[config.mk]
export PLATFORM = sky130hd
export DESIGN_NAME = adder_arbiter
export DESIGN_NICKNAME = d
export VERILOG_FILES = /design/src/rtl/adder_pkg.sv /design/src/rtl/prefix_add32.sv /design/src/rtl/adder_arbiter.sv
export SDC_FILE = /design/constraint.sdc
export NUM_CORES = 1
export LEC_CHECK = 0
export CAP_MARGIN = 25
export CORE_MARGIN = 2
export CORE_UTILIZATION = 60
export CTS_BUF_LIST = sky130_fd_sc_hd__clkbuf_4 sky130_fd_sc_hd__clkbuf_8
export CTS_CLUSTER_DIAMETER = 60
export DETAILED_ROUTE_END_ITERATION = 8
export DONT_BUFFER_PORTS = 1
export PLACE_DENSITY = 0.81
export REMOVE_ABC_BUFFERS = 1
export SKIP_LAST_GASP = 1
export SLEW_MARGIN = 20
export SYNTH_ARGS = -nofsm -noshare
export SYNTH_HDL_FRONTEND = slang
export SYNTH_SLANG_ARGS = --single-unit
export TNS_END_PERCENT = 100
[constraint.sdc]
create_clock -name clk -period 2.3 [get_ports clk]
set_input_delay 0.46 -clock clk [delete_from_list [all_inputs] [get_ports clk]]
set_output_delay 0.46 -clock clk [all_outputs]
set_load 0.1 [all_outputs]
[src/rtl/adder_pkg.sv]
// Shared types and constants for the adder arbiter slice.
package adder_pkg;

    localparam int unsigned W_DEF    = 32;
    localparam int unsigned NREQ_MAX = 4;
    localparam int unsigned TAG_W    = 2;

    typedef struct packed {
        logic [W_DEF-1:0] a;
        logic [W_DEF-1:0] b;
        logic             cin;
        logic [TAG_W-1:0] tag;
        logic             v;
    } add_op_t;

    typedef struct packed {
        logic [W_DEF-1:0] sum;
        logic             cout;
        logic             ovf;
        logic [TAG_W-1:0] tag;
        logic             v;
    } add_rsp_t;

endpackage

[src/rtl/prefix_add32.sv]
// Combinational Kogge-Stone prefix adder: sum = a + b + cin.
module prefix_add32 #(
    parameter int unsigned W = 32
) (
    input  logic [W-1:0] a,
    input  logic [W-1:0] b,
    input  logic         cin,
    output logic [W-1:0] sum,
    output logic         cout
);

    localparam logic [W-1:0] ONES = '1;

    logic [W-1:0] p0;
    logic [W-1:0] g;
    logic [W-1:0] p;

    // cin is folded into bit 0's generate, so g[i] becomes the carry out of bit i
    always_comb begin
        p0    = a ^ b;
        g     = a & b;
        g[0]  = g[0] | (p0[0] & cin);
        p     = p0;
        for (int unsigned d = 1; d < W; d = d << 1) begin
            g = g | (p & (g << d));
            p = p & ((p << d) | ~(ONES << d));
        end
    end

    assign sum  = p0 ^ {g[W-2:0], cin};
    assign cout = g[W-1];

endmodule

[src/rtl/adder_arbiter.sv]
// Shares one prefix adder among NREQ requesters through a two-stage pipeline.
// Define ADDER_ARB_RR_EN for round-robin grants; otherwise lowest index wins.
module adder_arbiter
    import adder_pkg::*;
#(
    parameter int unsigned NREQ = 3,
    parameter int unsigned W    = W_DEF
) (
    input  logic              clk,
    input  logic              rst_n,
    input  logic [NREQ-1:0]   req_valid,
    output logic [NREQ-1:0]   req_ready,
    input  logic [NREQ*W-1:0] req_a,
    input  logic [NREQ*W-1:0] req_b,
    input  logic [NREQ-1:0]   req_sub,
    input  logic              flush,
    output logic [NREQ-1:0]   rsp_valid,
    output logic [W-1:0]      rsp_sum,
    output logic              rsp_cout,
    output logic              rsp_ovf,
    output logic              busy
);

    logic [W-1:0]     a_arr [NREQ];
    logic [W-1:0]     b_arr [NREQ];
    logic             hs;
    logic [TAG_W-1:0] gnt_idx;
    logic [W-1:0]     a_sel;
    logic [W-1:0]     b_sel;
    logic             sub_sel;
    add_op_t          op;
    add_rsp_t         rsp;
    logic [W-1:0]     sum_nxt;
    logic             cout_nxt;
    logic             ovf_nxt;

    for (genvar i = 0; i < NREQ; i++) begin : g_unpack
        assign a_arr[i]     = req_a[i*W +: W];
        assign b_arr[i]     = req_b[i*W +: W];
        assign req_ready[i] = hs && (gnt_idx == TAG_W'(i));
        assign rsp_valid[i] = rsp.v && (rsp.tag == TAG_W'(i));
    end

`ifdef ADDER_ARB_RR_EN
    localparam logic [TAG_W-1:0] LAST = TAG_W'(NREQ - 1);

    logic [TAG_W-1:0] ptr;

    always_ff @(posedge clk or negedge rst_n) begin
        if (!rst_n) begin
            ptr <= '0;
        end else if (hs) begin
            ptr <= (gnt_idx == LAST) ? '0 : gnt_idx + 1'b1;
        end
    end
`endif

    always_comb begin
        int unsigned      idx;
        logic [TAG_W-1:0] sel;
        hs      = 1'b0;
        gnt_idx = '0;
        a_sel   = '0;
        b_sel   = '0;
        sub_sel = 1'b0;
        idx     = 0;
        sel     = '0;
        for (int unsigned k = 0; k < NREQ; k++) begin
`ifdef ADDER_ARB_RR_EN
            idx = k + 32'(ptr);
            if (idx >= NREQ) idx = idx - NREQ;
`else
            idx = k;
`endif
            sel = TAG_W'(idx);
            if (!hs && req_valid[sel]) begin
                hs      = 1'b1;
                gnt_idx = sel;
                a_sel   = a_arr[sel];
                b_sel   = b_arr[sel];
                sub_sel = req_sub[sel];
            end
        end
        if (flush) hs = 1'b0;
    end

    always_ff @(posedge clk or negedge rst_n) begin
        if (!rst_n) begin
            op <= '0;
        end else if (hs) begin
            op.a   <= a_sel;
            op.b   <= sub_sel ? ~b_sel : b_sel;
            op.cin <= sub_sel;
            op.tag <= gnt_idx;
            op.v   <= 1'b1;
        end else begin
            op.v   <= 1'b0;
        end
    end

    prefix_add32 #(.W(W)) u_add (
        .a    (op.a),
        .b    (op.b),
        .cin  (op.cin),
        .sum  (sum_nxt),
        .cout (cout_nxt)
    );

    // b is already inverted for subtraction, so one rule covers add and sub
    assign ovf_nxt = (op.a[W-1] == op.b[W-1]) && (sum_nxt[W-1] != op.a[W-1]);

    always_ff @(posedge clk or negedge rst_n) begin
        if (!rst_n) begin
            rsp <= '0;
        end else begin
            rsp.v <= op.v && !flush;
            if (op.v && !flush) begin
                rsp.sum  <= sum_nxt;
                rsp.cout <= cout_nxt;
                rsp.ovf  <= ovf_nxt;
                rsp.tag  <= op.tag;
            end
        end
    end

    assign rsp_sum  = rsp.sum;
    assign rsp_cout = rsp.cout;
    assign rsp_ovf  = rsp.ovf;
    assign busy     = op.v | rsp.v;

endmodule

# Word-level counts from Yosys, hierarchy flattened
# Cells that the tools add are included.
[op_classes] n_eq_ne=6 n_bitwise=21 reduce_logical=15 muxes=17
[ops] op="$and 32x32->32" n=10
[ops] op="$mux 32" n=7
[ops] op="$or 32x32->32" n=5
[ops] op="$xor 32x32->32" n=2
[ops] op="$not 32->32" n=1
[ops] op="$logic_and 1x1->1" n=10
[ops] op="$mux 1" n=9
[ops] op="$eq 2x1->1 const B" n=2
[ops] op="$eq 2x2->1 const B" n=2
[ops] op="$logic_not 2->1" n=2
[ops] op="$logic_not 1->1" n=3
[ops] op="$mux 2" n=1
[ops] op="$or 1x1->1" n=2
[ops] op="$and 1x1->1" n=1
[ops] op="$eq 1x1->1" n=1
[ops] op="$ne 1x1->1" n=1
[word_totals] output_inout_bits=41 word_cells=69 regBits=105

# Depth between registers and ports, before layout
[depth] depth_word=16 ltp_mapped=10 depth_no_buf=10

# Cells and area by module
# From an unflattened synthesis, not the netlist that was laid out.
[hier_totals] hier_cells=842 hier_area_um2=7682.4
[by_module_without_submodules] mod="adder_arbiter" cells_each=607 seq_area_each_um2=2627.5 instances=1 area_per_inst_um2=5940.7
[by_module_without_submodules] mod="prefix_add32" cells_each=235 seq_area_each_um2=0.0 instances=1 area_per_inst_um2=1741.7

# Worst setup path before layout
# No wires, ideal clock.
[synth_path] path_kind="input to output" from="input port req_valid[2]" to="output port req_ready[2]" t_required_ns=1.840 cell_stages=4 arrival_ns=3.399 path_slack_ns=-1.559 cell_sequence="nor2b_1 > buf_2 > buf_1 > nor3b_1"
[synth_between] elab_chain_cells=4
[synth_lines] element="start, declared" line="adder_arbiter.sv:11" source="input logic [NREQ-1:0] req_valid,"
[synth_lines] element="$logic_and 1x1->1 *" line="adder_arbiter.sv:76" source="if (!hs && req_valid[sel]) begin"
[synth_lines] element="$mux 2 or $mux 1 (tied branches)" line="adder_arbiter.sv:76"
[synth_lines] element="$eq 2x2->1 or $mux 1 (tied branches)" line="adder_arbiter.sv:40, adder_arbiter.sv:84"
[synth_lines] element="$logic_and 1x1->1 *" line="adder_arbiter.sv:40" source="assign req_ready[i] = hs && (gnt_idx == TAG_W'(i));"
[synth_lines] element="end, declared" line="adder_arbiter.sv:12" source="output logic [NREQ-1:0] req_ready,"
# Mark *: on every way between the ends. The rest lies on a longest branch, timed or not.

# Final worst setup path
[layout_path] from="register, netlist name op[12]" to="register rsp, in the netlist rsp_sum[29]"
[layout_between] elab_chain_cells=10
[layout_lines] element="$xor 32x32->32" line="prefix_add32.sv:20" source="p0 = a ^ b;"
[layout_lines] element="$and 32x32->32 (on tied branches)" line="prefix_add32.sv:25, prefix_add32.sv:26"
[layout_lines] element="$or 32x32->32 or $and 32x32->32 (tied branches)" line="prefix_add32.sv:25" source="g = g | (p & (g << d));"
[layout_lines] element="$or 32x32->32" line="prefix_add32.sv:25"
[layout_lines] element="$and 32x32->32" line="prefix_add32.sv:25"
[layout_lines] element="$or 32x32->32" line="prefix_add32.sv:25"
[layout_lines] element="$or 32x32->32 *" line="prefix_add32.sv:25"
[layout_lines] element="$and 32x32->32 *" line="prefix_add32.sv:25"
[layout_lines] element="$or 32x32->32 *" line="prefix_add32.sv:25"
[layout_lines] element="$xor 32x32->32 *" line="prefix_add32.sv:30" source="assign sum = p0 ^ {g[W-2:0], cin};"
[layout_lines] element="end, declared" line="adder_arbiter.sv:32" source="add_rsp_t rsp;"
# Marks and branches as above.
# A chain may end at the register's enable or synchronous reset.

==> results.txt <==
- In the final layout, the share of cells above drive strength 1 is 0.175.
- Area taken by multi-input logic gates: 4320 um2
- Summed over all nets, the half-perimeter wirelength after detailed placement is 12.5 mm.
- The most common cell in the synthesized netlist is sky130_fd_sc_hd__nand2_1.
- Number of DRC markers after the initial detailed-route iteration: 398
- Measured along the x axis, the die boundary spans 114 um.
- Setup-violating endpoint count in the final report: 26
- Post-synth cell types: 62
- Path type of the worst setup path: flip-flop to flip-flop
- The cell count after synthesis came out at 886.
- Clock H-tree levels: 3
- Number of max-slew violations in the final report: 0
- Pin placement for this block handled 242 I/O pins.
- Of all flip-flops after synthesis, the portion carrying an async set or reset was 1.00.
- The pre-antenna-repair detailed-routing pass consisted of 5 iterations.
- In this run the remaining antenna-violating nets after routing total 0.
- Across the routed clock network, the largest skew measured is 0.00805 ns.
- The initialized floorplan defines 40 standard-cell rows.
- The largest total area in the synthesized netlist belongs to sky130_fd_sc_hd__dfrtp_1.
* Result of the run: complete, but fails checks
- The worst-case IR drop observed on VDD is 0.426 mV.
- Nets: 1135
* Average cell area after synthesis: 8.18 um2
* Power after layout: 8410 uW
- Of the total power, combinational logic draws 0.548.
* Leak Pwr: 0.00367 uW
- Count of placed standard cells in the final layout, fillers left out: 1053
- Across the whole layout, storage elements account for 2630 um2.
- Buffers on Ports: 0
* Clock slew at reported path FFs: 0.10 ns
- The worst path in the final design needs a cycle of 2.58 ns, including I/O delays and setup.
* Worst-path fanout max: 5
* Max frequency: 388 MHz
* Critical path cell sequence: ha_1 -> nand4_1 -> nor2_2 -> a311oi_1 -> buf_4 -> a21oi_4 -> a211oi_2 -> or4_1 -> nand3_1
- In the finished design, the share of the clock period the worst path needs comes to 1.12.
- The repair_antennas step left the layout with diodes totalling 0.
* Clock power share: 0.151
- Setup repair after global routing could not meet its margin everywhere.
- At the end of routability-driven placement, the weighted congestion stood at 0.897.
- Synthesis inferred 105 register bits.
- Share of the synthesized area in the top cell type: 0.363
- Counting tap cells, the placed design contains a total of 1020 instances.
- Arrival time at the worst endpoint: 2.90 ns
* Sequential element share of the synthesized area: 0.363
- Synth area leaders: sky130_fd_sc_hd__dfrtp_1 36%, sky130_fd_sc_hd__o21ai_0 8.6%, sky130_fd_sc_hd__nand2_1 8.0%, sky130_fd_sc_hd__a22oi_1 6.7%, sky130_fd_sc_hd__ha_1 5.4%
- At the end of the flow the core is filled with cells to 0.691.
- Routed vias: 6533
- Wires add up to 18.4 mm.
* Setup crit end kind: flip-flop
- Maximum cell stage delay along the critical path: 0.53 ns
- Cell-internal power: 4280 uW
* CTS tree: built
* Maximum root-to-sink buffer count: 2
- For this run, design rule violations remaining after detail routing come to 0.
- For the worst setup path, the data required time is 2.62 ns.
* Standard cell with the maximum stage delay on the critical path: sky130_fd_sc_hd__or4_1
- Overall die area: 13000 um2
* Die Span Y: 114 um
* Synth top cells by count: 155 x sky130_fd_sc_hd__nand2_1, 125 x sky130_fd_sc_hd__o21ai_0, 105 x sky130_fd_sc_hd__dfrtp_1
- Once routing completed, OpenROAD measured the worst setup slack at -0.275 ns.
* Clock root cell: sky130_fd_sc_hd__clkbuf_8
* Initial core utilization: 0.608
- STA classifies the critical path startpoint as a flip-flop.
* Wire length per cell after detailed routing: 17.4 um
- Area added between synthesis and finish: 13.5%
* Portion of total power attributed to sequential cells: 0.300
- In this run the worst hold path is classified as primary input to async pin.
- The first global-routing pass estimated 29.1 mm of wire.
- Final hold analysis gives a worst-case slack of -0.244 ns.
* Combined area of all synthesized cells: 7250 um2
- In this run the power spent charging and discharging nets is 4120 uW.
- The most used flip-flop cell after synthesis is sky130_fd_sc_hd__dfrtp_1.
* Setup slack after placement: -0.339 ns
* Clock net sink count: 105
- Number of antenna violations at the first check in global routing: 0
- Counting cells, the worst reg-to-reg path comes to 9.
* Relative max-transition margin: 0.356
* Pin slew with the least headroom to its limit: 0.966 ns
* Reported max-cap violation count: 0
* Clk_lat worst skew: 0.38 ns
* CTS buffer count: 9
- Of the total power, the share spent switching nets is 0.490.
* Grt total ovfl: 0
* Vias/cell: 6.20
- Count of warnings emitted by yosys: 0
- For this run, the total global-route usage over all layers was measured as 0.275.
- Number of flops mapped to enable cells by yosys: 0
- After floorplanning, the core was sized to cover 11900 um2.
- Maximum number of pins on one net before global-route repair: 135
- Fill cells in the final layout number 929.
* Number of global-route vias before repair: 6165
- The final hold violation count came to 105.
- The final reports fail on negative hold slack, negative setup slack.
* Pwr/cell area: 1020 nW/um2
[logic make-up (layout without fill, tap and decap cells)]
family	count (synthesis)	in the layout	synth area share
AO/OA/AOI/OAI	332	332	0.283
multiplexers	2	2	0.00276
buffers and inverters	101	121	0.0698
AND/OR/NAND/NOR	260	260	0.159
flip-flops	105	105	0.363
adder cells (fa/ha/maj)	33	33	0.0591
XOR/XNOR	53	53	0.0641
[metal layers]
metal / global-route usage / part of all wire / wire (um) / vias up
met5: 0 / 0 / 0 / -
met4: 0.0902 / 0.022 / 395 / 0
met3: 0.0446 / 0.059 / 1080 / 35
met2: 0.470 / 0.49 / 9050 / 255
met1: 0.360 / 0.43 / 7840 / 3104
li1: - / - / - / 3139
[sequential cells by signal, indices dropped and copies added (netlist names)]
name	cells
rsp	3
rsp_sum	32
rsp_cout	1
rsp_ovf	1
op	68
[cells in the final DEF (no fill, tap or decap), types with 4 or more instances in the layout]
master / netlist / routed
sky130_fd_sc_hd__o21a_1: 4 / 4
sky130_fd_sc_hd__nand3_1: 7 / 7
sky130_fd_sc_hd__ha_1: 31 / 31
sky130_fd_sc_hd__nor3b_2: 0 / 4
sky130_fd_sc_hd__dfrtp_1: 105 / 105
sky130_fd_sc_hd__and3_1: 8 / 8
sky130_fd_sc_hd__or4_1: 4 / 4
sky130_fd_sc_hd__clkbuf_8: 0 / 9
sky130_fd_sc_hd__inv_1: 13 / 12
sky130_fd_sc_hd__o21ai_1: 13 / 12
sky130_fd_sc_hd__nand2_1: 155 / 155
sky130_fd_sc_hd__nor2_2: 1 / 4
sky130_fd_sc_hd__xnor2_1: 40 / 39
sky130_fd_sc_hd__a21oi_1: 65 / 58
sky130_fd_sc_hd__and2_1: 7 / 7
sky130_fd_sc_hd__o21ai_2: 3 / 5
sky130_fd_sc_hd__o21ai_0: 125 / 122
sky130_fd_sc_hd__buf_6: 0 / 7
sky130_fd_sc_hd__nor3_1: 5 / 5
sky130_fd_sc_hd__buf_4: 32 / 77
sky130_fd_sc_hd__a21o_1: 16 / 16
sky130_fd_sc_hd__a22oi_1: 65 / 65
sky130_fd_sc_hd__nor2_1: 42 / 39
sky130_fd_sc_hd__xor2_1: 13 / 13
sky130_fd_sc_hd__buf_12: 0 / 5
sky130_fd_sc_hd__a21oi_2: 2 / 6
[path summary, 6_finish.rpt]
path                                        start                 endpoint  slack (ns)
max                            op[12]$_DFFE_PN0P_  rsp_sum[29]$_DFFE_PN0P_       -0.28
min                                         rst_n       op[38]$_DFFE_PN0P_       -0.24
max reg2reg                    op[12]$_DFFE_PN0P_  rsp_sum[29]$_DFFE_PN0P_       -0.28
min reg2reg                rsp_sum[0]$_DFFE_PN0P_   rsp_sum[0]$_DFFE_PN0P_        0.48
max in group asynchronous                   rst_n  rsp_sum[28]$_DFFE_PN0P_        2.37
min in group clk                        req_a[23]       op[59]$_DFFE_PN0P_        0.28
[repair_timing]
action                     CTS  global route
hold endpoints to repair   105           105
buffers inserted             6            11
pin swaps                   30            29
setup endpoints to repair   24            27
gates resized for setup     23            20
[power groups by stage]
stage | Clock (uW) | Combinational, uW | Sequential, uW
6_report | 1270 | 4610 | 2530
3_3_place_gp | 0 | 4200 | 2540
2_1_floorplan | 0 | 1570 | 4190
3_5_place_dp | 0 | 4290 | 2560
4_1_cts | 1270 | 4430 | 2530
5_1_grt | 1350 | 4870 | 2580
[metrics by stage]
step                      setup TNS, ns  area, um2
after floorplan                 -147.83       6790
after global placement            -2.22       7680
after detailed placement          -4.27       7680
after CTS                         -2.09       8050
after global routing              -6.26       8230
final                             -3.74       8230
[critical path, delay by kind of cell, from the launching register on]
family,cells,cell delay [ns]
AND/OR/NAND/NOR,4,1.03
AO/OA/AOI/OAI,3,0.48
adder cells (fa/ha/maj),1,0.42
flip-flops,1,0.41
buffers and inverters,1,0.17
[area by class of cell]
class,instances,share of cell area
multi-input cells,680,0.525
flip-flops and latches,105,0.319
clock buffers,10,0.0160
clock inverters,6,0.0100
well taps,147,0.0224
inverters,13,0.00593
repair buffers,92,0.101
No activity file was read; power rests on OpenSTA's default activity.
